===== src/rtl/sdram_avalon_local_bridge.sv =====
// Avalon-MM slave front end for the half-rate DDR SDRAM controller local interface.
// One-deep command holding register, outstanding-read limiter and registered read return.
module sdram_avalon_local_bridge #(
  parameter int unsigned DATA_BITS   = 64,
  parameter int unsigned ROW_BITS    = 13,
  parameter int unsigned BANK_BITS   = 2,
  parameter int unsigned COL_BITS    = 9,
  parameter int unsigned MAX_RD_PEND = 4,
  parameter int unsigned AW          = ROW_BITS + BANK_BITS + COL_BITS - 1,
  parameter int unsigned BEW         = DATA_BITS / 8
) (
  input  logic                 clk,
  input  logic                 reset_n,
  input  logic [AW-1:0]        avs_address,
  input  logic                 avs_read,
  input  logic                 avs_write,
  input  logic [DATA_BITS-1:0] avs_writedata,
  input  logic [BEW-1:0]       avs_byteenable,
  output logic                 avs_waitrequest,
  output logic [DATA_BITS-1:0] avs_readdata,
  output logic                 avs_readdatavalid,
  input  logic                 local_init_done,
  input  logic                 local_ready,
  input  logic [DATA_BITS-1:0] local_rdata,
  input  logic                 local_rdata_valid,
  output logic                 local_read_req,
  output logic                 local_write_req,
  output logic                 local_burstbegin,
  output logic [ROW_BITS-1:0]  local_row_addr,
  output logic [BANK_BITS-1:0] local_bank_addr,
  output logic [COL_BITS-2:0]  local_col_addr,
  output logic                 local_cs_addr,
  output logic                 local_size,
  output logic [DATA_BITS-1:0] local_wdata,
  output logic [BEW-1:0]       local_be,
  output logic                 local_autopch_req,
  output logic                 local_refresh_req,
  output logic                 local_powerdn_req,
  output logic                 local_self_rfsh_req,
  output logic                 rd_underflow_err
);

  typedef enum logic [0:0] {StInit, StRun} state_e;

  state_e               state_q, state_d;
  logic                 cmd_valid_q;
  logic                 cmd_rd_q;
  logic                 first_q;
  logic [AW-1:0]        cmd_addr_q;
  logic [DATA_BITS-1:0] wdata_q;
  logic [BEW-1:0]       be_q;
  logic [3:0]           rd_cnt_q;
  logic                 underflow_q;
  logic                 rdv_q;
  logic [DATA_BITS-1:0] rdata_q;

  logic rd_full;
  logic accept;
  logic rd_inc;

  always_comb begin
    state_d = state_q;
    if (state_q == StInit && local_init_done) begin
      state_d = StRun;
    end
  end

  always_ff @(posedge clk or negedge reset_n) begin
    if (!reset_n) begin
      state_q <= StInit;
    end else begin
      state_q <= state_d;
    end
  end

  assign rd_full         = (rd_cnt_q == 4'(MAX_RD_PEND));
  assign avs_waitrequest = (state_q == StInit) | (cmd_valid_q & ~local_ready) | (avs_read & rd_full);
  assign accept          = (avs_read | avs_write) & ~avs_waitrequest;
  assign rd_inc          = accept & avs_read;

  // Command holding register; a new accept may overwrite in the same cycle the old one issues.
  always_ff @(posedge clk or negedge reset_n) begin
    if (!reset_n) begin
      cmd_valid_q <= 1'b0;
      cmd_rd_q    <= 1'b0;
      first_q     <= 1'b0;
      cmd_addr_q  <= '0;
      wdata_q     <= '0;
      be_q        <= '0;
    end else begin
      if (accept) begin
        cmd_valid_q <= 1'b1;
        cmd_rd_q    <= avs_read;
        first_q     <= 1'b1;
        cmd_addr_q  <= avs_address;
        wdata_q     <= avs_writedata;
        be_q        <= avs_byteenable;
      end else begin
        if (cmd_valid_q) begin
          first_q <= 1'b0;
        end
        if (cmd_valid_q && local_ready) begin
          cmd_valid_q <= 1'b0;
        end
      end
    end
  end

  // Outstanding read count; a return with nothing pending flags a sticky error.
  always_ff @(posedge clk or negedge reset_n) begin
    if (!reset_n) begin
      rd_cnt_q    <= '0;
      underflow_q <= 1'b0;
    end else begin
      if (rd_inc && !local_rdata_valid) begin
        rd_cnt_q <= rd_cnt_q + 4'd1;
      end else if (!rd_inc && local_rdata_valid) begin
        if (rd_cnt_q != 4'd0) begin
          rd_cnt_q <= rd_cnt_q - 4'd1;
        end else begin
          underflow_q <= 1'b1;
        end
      end
    end
  end

  always_ff @(posedge clk or negedge reset_n) begin
    if (!reset_n) begin
      rdv_q   <= 1'b0;
      rdata_q <= '0;
    end else begin
      rdv_q   <= local_rdata_valid;
      rdata_q <= local_rdata;
    end
  end

  assign local_read_req      = cmd_valid_q & cmd_rd_q;
  assign local_write_req     = cmd_valid_q & ~cmd_rd_q;
  assign local_burstbegin    = cmd_valid_q & first_q;
  assign local_row_addr      = cmd_addr_q[AW-1 -: ROW_BITS];
  assign local_bank_addr     = cmd_addr_q[AW-1-ROW_BITS -: BANK_BITS];
  assign local_col_addr      = cmd_addr_q[COL_BITS-2:0];
  assign local_wdata         = wdata_q;
  assign local_be            = be_q;
  assign local_cs_addr       = 1'b0;
  assign local_size          = 1'b1;
  assign local_autopch_req   = 1'b0;
  assign local_refresh_req   = 1'b0;
  assign local_powerdn_req   = 1'b0;
  assign local_self_rfsh_req = 1'b0;
  assign avs_readdatavalid   = rdv_q;
  assign avs_readdata        = rdata_q;
  assign rd_underflow_err    = underflow_q;

endmodule


===== config.mk =====
export PLATFORM = sky130hd
export DESIGN_NAME = sdram_avalon_local_bridge
export DESIGN_NICKNAME = d
export VERILOG_FILES = /design/src/rtl/sdram_avalon_local_bridge.sv
export SDC_FILE = /design/constraint.sdc
export NUM_CORES = 1
export LEC_CHECK = 0
export BUFFER_PORTS_ARGS = -buffer_cell sky130_fd_sc_hd__buf_2
export CAP_MARGIN = 40
export CORE_AREA = 2 2 130 132
export DETAILED_ROUTE_END_ITERATION = 12
export DIE_AREA = 0 0 132 134
export PLACE_DENSITY = 0.72
export SYNTH_ARGS = -nofsm -noshare
export SYNTH_HDL_FRONTEND = slang
export SYNTH_SLANG_ARGS = --single-unit
export TNS_END_PERCENT = 100

===== constraint.sdc =====
create_clock -name clk -period 2.72 [get_ports clk]
set_input_delay 0.136 -clock clk [delete_from_list [all_inputs] [get_ports clk]]
set_output_delay 0.136 -clock clk [all_outputs]
set_load 0.01 [all_outputs]

* Word level (Yosys, flattened, before mapping)
Cells that the tools add are included.
Word-level totals: register bits 169, input port bits 166, output and inout bits 171, word-level logic and storage cells 50
Operators by class: add/subtract/negate cells 2, eq/ne operators 1, multiplexer cells 7, bitwise logic cells 16, reduce and logical (&&, ||, !) cells 13
Operators by type and width (number):
- $mux 4 | 3
- $reduce_bool 2->1 | 4
- $and 1x1->1 | 7
- $not 1->1 | 6
- $add 4x1->4 const B | 1
- $eq 4x3->1 const B | 1
- $logic_and 1x1->1 | 4
- $mux 1 | 4
- $reduce_bool 4->1 | 1
- $sub 4x1->4 const B | 1
- $or 1x1->1 | 3
- $reduce_and 3->1 | 1
- $logic_not 1->1 | 2
- $reduce_and 2->1 | 1

* Longest topological paths before layout
Gate-level depths: netlist of run 1.
depth after elaboration 11, gate-level depth with buffers 11, gate-level depth less buffers 11

* Worst setup path after synthesis of run 1
OpenSTA, ideal clock, no wires.
path type reg2reg, start point register rd_cnt_q[0], end point register rd_cnt_q[3], setup time 0.124 ns, arrival time 2.380 ns, required time 2.596 ns, path slack 0.216 ns, stages on the path, launching flop included 12, path buffers 0, period minus slack after synthesis 2.504 ns, cells stage by stage dfrtp_1 > or3_1 > o211ai_2 > or2_2 > inv_1 > ha_1 > inv_1 > ha_1 > a21oi_1 > and3_1 > o21ai_0 > xnor2_1
Between the ends: cells in the longest elaborated chain, start to end 10, elaborated cells between the ends (all ways) 18, those cells by class add/sub: 2; eq/ne: 1; mux: 3; bitwise: 5; reduce/logical: 7
RTL lines:
- start: declaration | line 52 | logic [3:0] rd_cnt_q;
- start signal: assignment | line 116 | rd_cnt_q <= rd_cnt_q + 4'd1;
- start signal: assignment | line 119 | rd_cnt_q <= rd_cnt_q - 4'd1;
- $eq 4x3->1 * | line 76 | assign rd_full = (rd_cnt_q == 4'(MAX_RD_PEND));
- $and 1x1->1 * | line 77 | assign avs_waitrequest = (state_q == StInit) | (cmd_valid_q & ~local_ready) | (avs_read & rd_full);
- $or 1x1->1 * | line 77
- named net avs_waitrequest | line 19 | output logic avs_waitrequest,
- $not 1->1 * | line 78 | assign accept = (avs_read | avs_write) & ~avs_waitrequest;
- $and 1x1->1 * | line 78
- $and 1x1->1 * | line 79 | assign rd_inc = accept & avs_read;
- $logic_not 1->1 | line 117 | end else if (!rd_inc && local_rdata_valid) begin
- $logic_and 1x1->1 | line 117
- $reduce_bool 2->1 (no source line)
- $reduce_and 2->1 (no source line)
Mark *: on every way through the listed nets, which the timed path passes. The rest lies on a longest branch. The select of a mux whose other input is x is not followed. A chain may end at the register's enable or synchronous reset.

* Worst setup path after layout of run 1
start point register rd_cnt_q[1], end point register rd_cnt_q[3]
Between the ends: cells in the longest elaborated chain, start to end 10, elaborated cells between the ends (all ways) 18, those cells by class add/sub: 2; eq/ne: 1; mux: 3; bitwise: 5; reduce/logical: 7
RTL lines (line):
- $eq 4x3->1 | 76
- $and 1x1->1 | 77
- $or 1x1->1 | 77
- $not 1->1 | 78
- $and 1x1->1 | 78
- $and 1x1->1 | 79
- $logic_not 1->1 | 117
- $logic_and 1x1->1 | 117
- $reduce_bool 2->1 (no source line)
- $reduce_and 2->1 (no source line)
Parallel ways exist; a longest one is shown, timed or not. The select of a mux whose other input is x is not followed.

==> flow_summary.yaml, run 1 <==
route:
  wire_per_inst_um: 15.6
  drtIter0Drc: 114
  drtPass1Iterations: 4
  via_per_inst: 4.29
  drc_errors: 0
  via_count: 4562
  antenna_left: 0
  totalWireLength_um: 16600
sta:
  maxSlewHeadroom: 0.561
  finalMaxSlewViolations: 0
  final-hold-violation-count: 0
  finClkSkew_ns: 0.00605
  grt_setup_unrepaired: "false"
  whs_ns: 0.0491
  setup_viol: 0
  period_minus_slack_ns: 2.51
  finalSetupTns_ns: 0
  max_freq_ghz: 0.399
  finalCritPeriodShare: 0.923
  tightest_slew_ns: 0.659
final_layout:
  diodes: 0
  syn_to_final_growth_pct: 71.3
  final_nets: 1003
  final_cell_mix: "buf_2, dfrtp_1, dlygate4sd3_1"
  layout_commonest_cell: "buf_2"
  final_layout_size_suffix_gt1_frac: 0.524
cts:
  h-tree-depth: 4
  max-clock-path-buffers: 2
  clkTransAtPathRegs_ns: 0.06
  cts_buffers: 17
  cts_tree: "done"
  clock_latency_ns: 0.41
  cts.sinks: 169
  cts-root-buf: "clkbuf_16"
worst_setup_path:
  crit_path_start_kind: "flop"
  crit_type: "reg -> reg"
  arrival_ns: 2.81
  worst_setup_path_end_kind: "flop"
  crit_required_ns: 3.02
  cp_max_fo: 5
yosys:
  synthTopCellsByArea: "dfrtp_1, mux2_2, mux2_1"
  synthDistinctLibCells: 27
  synth_area_um2: 5740
  yosys_warnings: 0
  synth_top_area_frac: 0.737
  synthCells: 325
  syn_area_per_cell_um2: 17.7
  yosys.area.top_type: "dfrtp_1"
  ys_seq_area_frac: 0.737
  ys_ff_latch: 169
die:
  dieArea_um2: 17700
  core_um2: 16300
  initial_core_util: 0.352
  die_w_um: 132
  num_rows: 47
  die_h_um: 134
  ios: 337
grt:
  overflow: 0
  grt_pass1_wl_um: 26600
  grt_pass1_vias: 5099
  grt_start_max_net_pins: 73
  antenna_found_initial: 0
  gr-usage-all-layers: 0.193
power_and_ir_drop:
  cellPowerDensity_nw_per_um2: 770
  max-vdd-ir-drop_mv: 0.470
  p_leak_nw: 4.81
run:
  maxCapViolations: 0
min_path:
  worst_hold_path_type: "in -> reg"
placement:
  dpl.hpwl_um: 10000
  port_buffers: 330
  place_congestion: 0.749
outcome:
  outcome: "complete, no violations"
[cell families (layout without fill, tap and decap cells)]
kind of cell,count (synthesis),in the layout,synth area share
AO/OA/AOI/OAI,10,10,0.0111
flip-flops,169,169,0.737
adder cells (fa/ha/maj),5,5,0.0122
XOR/XNOR,3,3,0.00458
multiplexers,95,95,0.186
buffers and inverters,23,538,0.0322
other,2,6,0.00131
AND/OR/NAND/NOR,18,18,0.0157
[worst max-delay path, cell delays in order (launching register included)]
cell and delay [ns]:
dfrtp_1 0.43, or3_1 0.38, o211ai_2 0.20, or2_2 0.16
inv_1 0.04, ha_1 0.18, inv_1 0.14, ha_1 0.30
a21oi_2 0.18, and3_1 0.17, o21ai_1 0.07, xnor2_1 0.13
[Yosys cell counts (all sizes together)]
| cell type | instances |
|---|---|
| a21oi | 4 |
| buf | 17 |
| and3 | 1 |
| xnor2 | 2 |
| nand2b | 1 |
| mux2 | 95 |
| dfrtp | 169 |
| xor2 | 1 |
| a21o | 1 |
| and2 | 2 |
| nor3 | 1 |
| nor2b | 1 |
| ha | 4 |
| o211ai | 1 |
| or2 | 2 |
| a31o | 1 |
| nor2 | 2 |
| conb | 2 |
| nand2 | 6 |
| or3 | 1 |
| inv | 6 |
| fa | 1 |
| o21ai | 3 |
| nand3 | 1 |
[state kept, by name (all words and copies together) (netlist names)]
name	flops
cmd_valid_q	1
cmd_addr_q	23
rd_cnt_q	4
state_q	1
local_wdata	64
first_q	1
avs_readdata	64
local_be	8
rd_underflow_err	1
cmd_rd_q	1
avs_readdatavalid	1
[power breakdown]
part	switching (mW)	internal [mW]	total [mW]
Clock	1.00	1.29	2.30
Sequential	0.246	3.01	3.26
Combinational	0.955	1.06	2.02
[area by class of cell]
class	count	area, um^2
flip-flops and latches	169	4230
well taps	220	275
fillers	1245	6450
multi-input cells	137	1350
repair buffers	501	3400
clock inverters	12	116
clock buffers	19	443
inverters	6	22.5
[metrics by stage]
stage / instances / utilization / power, mW / instance area [um^2] / worst slack, ns
2_1_floorplan: 329 / - / 4.28 / 5760 / 0.216
3_3_place_gp: 869 / 0.469 / 5.05 / 7640 / 0.218
3_5_place_dp: 869 / 0.469 / 5.10 / 7640 / 0.140
4_1_cts: 1062 / 0.603 / 7.62 / 9820 / 0.0572
5_1_grt: 1064 / 0.604 / 7.97 / 9840 / 0.0334
6_report: 1064 / 0.604 / 7.57 / 9840 / 0.211
[worst paths after layout]
path                                   from          endpoint  slack, ns  cells after the start
max in group asynchronous           reset_n   local_wdata[39]       1.66                      3
min                             local_ready       cmd_valid_q       0.05                      3
min reg2reg                rd_underflow_err  rd_underflow_err       0.47                      1
min in group asynchronous           reset_n    cmd_addr_q[11]       0.33                      2
max reg2reg                     rd_cnt_q[1]       rd_cnt_q[3]       0.21                     11
max                             rd_cnt_q[1]       rd_cnt_q[3]       0.21                     11
[per-layer routing]
metal  vias up  track usage  routed length [um]
met5         -            0                   0
met4         0       0.0622                 306
met3        28       0.0711                1210
met2       205        0.348                8830
met1      2227        0.210                6230
li1       2102            -                   -
[repair_timing]
action | 4_1_cts | 5_1_grt
endpoints found under the setup margin | 0 | 1
hold buffers | 162 | 0
buffers inserted | 0 | 2
endpoints found under the hold margin | 231 | 0
gates resized for setup | 0 | 2
(Power assumes the default switching activity.)
==> run 2, diff against run 1 <==
Settings changed: PLACE_DENSITY 0.72 to 0.67, REMOVE_ABC_BUFFERS from default to 1.
==> run 2 against run 1 <==
Effect of this change: non-clock buffer count is 5 lower; clock power is 6% higher; sequential share of layout area is 0.066 points higher; cell count is 0.38% lower; total power is 1.6% higher; critical path type unchanged.
==> flow_summary.yaml, run 2 (synthesized netlist as in run 1, its figures left out) <==
placement:
  port_buffers: 330
  placed_cells_incl_taps: 865
  place_congestion: 0.757
  dpl.hpwl_um: 10200
worst_setup_path:
  worstReg2RegStart: "rd_cnt_q[0]"
  crit_start: "rd_cnt_q[0]"
  arrival_ns: 2.89
  cp_max_fo: 5
  crit_path_start_kind: "flop"
  worst_setup_path_end_kind: "flop"
  crit_required_ns: 3.02
  crit_type: "reg -> reg"
cts:
  cts-root-buf: "clkbuf_16"
  clock_latency_ns: 0.42
  cts_buffers: 17
  max-clock-path-buffers: 2
  h-tree-depth: 4
  cts_tree: "done"
  cts.sinks: 169
  clkTransAtPathRegs_ns: 0.06
final_layout:
  final_cell_mix: "buf_2, dfrtp_1, dlygate4sd3_1"
  fin_cells: 1060
  final_layout_size_suffix_gt1_frac: 0.523
  utilization: 0.603
  layout_commonest_cell: "buf_2"
  syn_to_final_growth_pct: 71.1
  fillers: 1210
  final_nets: 998
  diodes: 0
outcome:
  outcome: "complete, no violations"
die:
  dieArea_um2: 17700
  num_rows: 47
  core_um2: 16300
  die_w_um: 132
  die_h_um: 134
  ios: 337
  initial_core_util: 0.352
route:
  totalWireLength_um: 16600
  drc_errors: 0
  drtIter0Drc: 114
  wire_per_inst_um: 15.7
  drtPass1Iterations: 4
  antenna_left: 0
  via_count: 4572
  via_per_inst: 4.31
grt:
  grt_start_max_net_pins: 98
  antenna_found_initial: 0
  grt_pass1_vias: 5111
  overflow: 0
  grt_pass1_wl_um: 26200
  gr-usage-all-layers: 0.190
sta:
  finalCritPeriodShare: 0.952
  maxSlewHeadroom: 0.549
  whs_ns: 0.0337
  finalSetupTns_ns: 0
  finClkSkew_ns: 0.00787
  finalMaxSlewViolations: 0
  final-hold-violation-count: 0
  max_freq_ghz: 0.386
  tightest_slew_ns: 0.677
  grt_setup_unrepaired: "false"
  setup_viol: 0
  period_minus_slack_ns: 2.59
min_path:
  min_from: "local_ready"
  worst_hold_path_type: "in -> reg"
run:
  maxCapViolations: 0
power_and_ir_drop:
  p_leak_nw: 4.80
  max-vdd-ir-drop_mv: 0.533
  cellPowerDensity_nw_per_um2: 783
run 2: cell type report:
| type | instances | area, um^2 | share of cell area |
|---|---|---|---|
| Clock buffer | 21 | 470 | 0.0479 |
| Tap cell | 220 | 275 | 0.0280 |
| Multi-Input combinational cell | 137 | 1350 | 0.138 |
| Sequential cell | 169 | 4230 | 0.431 |
| Inverter | 6 | 22.5 | 0.00229 |
| Clock inverter | 11 | 136 | 0.0139 |
| Timing Repair Buffer | 496 | 3330 | 0.339 |
run 2: worst paths after layout:
path / slack [ns] / cells past startpoint / end
max: 0.13 / 11 / rd_cnt_q[3]
max reg2reg: 0.13 / 11 / rd_cnt_q[3]
min in group asynchronous: 0.12 / 2 / cmd_addr_q[16]
min reg2reg: 0.48 / 1 / rd_underflow_err
max in group asynchronous: 1.67 / 3 / avs_readdata[34]
min: 0.03 / 3 / cmd_valid_q
run 2: critical path, stage by stage, from the launching register on:
cell      delay, ns
dfrtp_1        0.45
or3_1          0.40
o211ai_2       0.21
or2_2          0.18
inv_1          0.05
ha_1           0.19
inv_2          0.10
ha_1           0.29
a21oi_2        0.19
and3_1         0.18
o21ai_1        0.08
xnor2_1        0.16
run 2: metrics by stage:
step / setup slack [ns] / total power, mW / instance area, um^2
after floorplan: -0.934 / 4.22 / 5590
final: 0.131 / 7.69 / 9820
after detailed placement: 0.00840 / 5.09 / 7580
after global placement: 0.170 / 4.99 / 7580
after CTS: 0.0170 / 7.72 / 9810
after global routing: 0.00859 / 8.07 / 9820
run 2: where the power goes:
part	switching, mW	leakage [nW]	internal, mW	total [mW]
registers	0.265	1.97	3.01	3.27
clock network	0.996	0.284	1.44	2.44
logic	0.952	2.55	1.03	1.98
total	2.21	4.80	5.48	7.69
run 2: what timing repair did:
action / CTS / global route
setup buffers: 0 / 1
resized for setup: 1 / 2
hold buffers: 162 / 0
endpoints found under the setup margin: 1 / 1
gates cloned: 0 / 0
endpoints found under the hold margin: 274 / 0
pin swaps: 0 / 1
run 2: routing by layer:
| metal | routed length (um) | vias to the layer above | GRT usage | part of all wire |
|---|---|---|---|---|
| met3 | 1170 | 25 | 0.0601 | 0.070 |
| met4 | 347 | 0 | 0.0743 | 0.021 |
| met2 | 8910 | 209 | 0.346 | 0.54 |
| met5 | 0 | - | 0 | 0 |
| met1 | 6170 | 2247 | 0.207 | 0.37 |
| li1 | - | 2091 | - | - |
==> run 3, diff against run 2 <==
Settings changed: CORE_AREA 2 2 130 132 to 2 2 132 134, CTS_CLUSTER_DIAMETER from default to 150, DIE_AREA 0 0 132 134 to 0 0 134 136, PLACE_DENSITY 0.67 to 0.68.
Clock period 2.72 ns to 2.1 ns, I/O delays scaled along.
==> run 3 against run 2 <==
Effect of this change: the flow now finishes with violations (setup timing); first-iteration DRC count fell by 9.6%; design area rose by 2.9%; setup slack got worse by 0.23 ns; hold slack improved by 0.0027 ns; critical path depth did not move; register-to-register slack got worse by 0.23 ns; clock-buffer cell count fell by 1; global-route usage fell by 0.51 points; die area rose by 3.0%; maximum frequency rose by 18%; core utilization fell by 0.43 points; combinational power rose by 49%.
==> flow_summary.yaml, run 3 (synthesized netlist as in run 1, its figures left out) <==
cts:
  max-clock-path-buffers: 2
  cts_tree: "done"
  cts.sinks: 169
  cts-root-buf: "clkbuf_16"
  clkTransAtPathRegs_ns: 0.06
  clock_latency_ns: 0.42
  cts_buffers: 17
  h-tree-depth: 4
worst_setup_path:
  arrival_ns: 2.49
  crit_chain: "or3_1, o211ai_2, or2_4, inv_2, ha_4, inv_4, ha_4, a21oi_4, and3_4, o21ai_2, xnor2_1"
  crit_start: "rd_cnt_q[3]"
  slowest_stage: "or3_1"
  crit_top_cell: "ha_4"
  cp_top_family: "simple AND/OR/NAND/NOR gates"
  crit_path_start_kind: "flop"
  worst_setup_path_end_kind: "flop"
  crit_required_ns: 2.40
  crit_buf_inv: 2
  worstReg2RegStart: "rd_cnt_q[3]"
  cp_max_fo: 3
  crit_type: "reg -> reg"
  critPathMaxStageDelay_ns: 0.38
power_and_ir_drop:
  p_leak_nw: 4.94
  power.internal_mw: 7.11
  cellPowerDensity_nw_per_um2: 1000
  seqPwrFrac: 0.417
  switching_power_mw: 3.00
  sw_frac_of_total: 0.297
  p_clk_frac: 0.292
  comb_power_share: 0.291
  max-vdd-ir-drop_mv: 0.566
  power.total_mw: 10.1
sta:
  finClkSkew_ns: 0.00975
  period_minus_slack_ns: 2.19
  final-hold-violation-count: 0
  setup_viol: 1
  max_freq_ghz: 0.456
  finalMaxSlewViolations: 0
  finalSetupTns_ns: -0.0946
  maxSlewHeadroom: 0.657
  grt_setup_unrepaired: "true"
  tightest_slew_ns: 0.514
  setup_ws_ns: -0.0946
  finalCritPeriodShare: 1.05
min_path:
  worst_hold_path_type: "in -> reg"
  min_from: "avs_write"
die:
  core_um2: 16900
  dieArea_um2: 18200
  ios: 337
  initial_core_util: 0.340
  num_rows: 48
  die_w_um: 134
  die_h_um: 136
final_layout:
  final_cell_mix: "buf_2, dfrtp_1, dlygate4sd3_1"
  design_area_um2: 10100
  final_nets: 1018
  final_layout_size_suffix_gt1_frac: 0.542
  syn_to_final_growth_pct: 76.0
  diodes: 0
  layout_commonest_cell: "buf_2"
placement:
  dpl.hpwl_um: 10500
  port_buffers: 330
  placed_area_um2: 7710
  place_congestion: 0.793
route:
  wire_per_inst_um: 16.0
  drtPass1Iterations: 4
  drtIter0Drc: 103
  via_per_inst: 4.31
  totalWireLength_um: 17300
  via_count: 4680
  antenna_left: 0
  drc_errors: 0
grt:
  overflow: 0
  grt_start_max_net_pins: 95
  antenna_found_initial: 0
  gr-usage-all-layers: 0.185
  grt_pass1_vias: 5358
  grt_pass1_wl_um: 26000
outcome:
  outcome: "finished with violations"
  violations: "setup timing"
run:
  maxCapViolations: 0
run 3: path summary, 6_finish.rpt:
path                                    end  slack [ns]  cells after the start
min in group asynchronous  avs_readdata[10]        0.17                      2
max in group asynchronous   local_wdata[31]        1.10                      3
max reg2reg                     rd_cnt_q[3]       -0.09                     11
max                             rd_cnt_q[3]       -0.09                     11
min reg2reg                rd_underflow_err        0.46                      1
min                                cmd_rd_q        0.04                      4
run 3: final cells by class:
| cell class | instances | area, um^2 |
|---|---|---|
| sequential | 169 | 4230 |
| clock buffer | 20 | 457 |
| multi-input combinational | 137 | 1440 |
| clock inverter | 12 | 108 |
| timing repair buffer | 516 | 3570 |
| fill | 1285 | 6770 |
| tap | 225 | 282 |
| inverter | 6 | 25.0 |
run 3: repair_timing:
| action | 4_1_cts | 5_1_grt |
|---|---|---|
| pin swaps | 11 | 3 |
| setup endpoints to repair | 3 | 43 |
| setup buffers | 3 | 2 |
| hold buffers | 163 | 0 |
| hold endpoints to repair | 207 | 0 |
| resized for setup | 13 | 10 |
| gates cloned | 0 | 3 |
run 3: metrics by stage:
stage	hold WS [ns]	setup WS [ns]	util	instances
floorplan	-0.191	-1.55	-	312
global placement	0.0102	-0.193	0.457	885
detailed placement	0.0107	-0.310	0.457	885
CTS	0.0289	-0.0942	0.592	1083
global route	0.0622	-0.192	0.599	1085
finish	0.0363	-0.0946	0.599	1085
run 3: routing by layer:
metal  vias up  part of all wire  track usage
met5         -                 0            0
met4         0             0.026       0.0774
met3        35             0.058       0.0522
met2       195              0.56        0.356
met1      2318              0.35        0.187
li1       2132                 -            -
run 3: tightest hold or removal path: stages:
cell	delay (ns)
buf_2	0.10
inv_1	0.07
o21ai_0	0.09
nand2_1	0.06
run 3: power by group through the flow:
stage | clock network [mW] | logic (mW) | registers, mW
2_1_floorplan | 0 | 0.920 | 4.55
3_3_place_gp | 0 | 2.37 | 4.23
3_5_place_dp | 0 | 2.45 | 4.26
4_1_cts | 3.03 | 2.78 | 4.21
5_1_grt | 3.17 | 3.18 | 4.29
6_report | 2.95 | 2.95 | 4.22
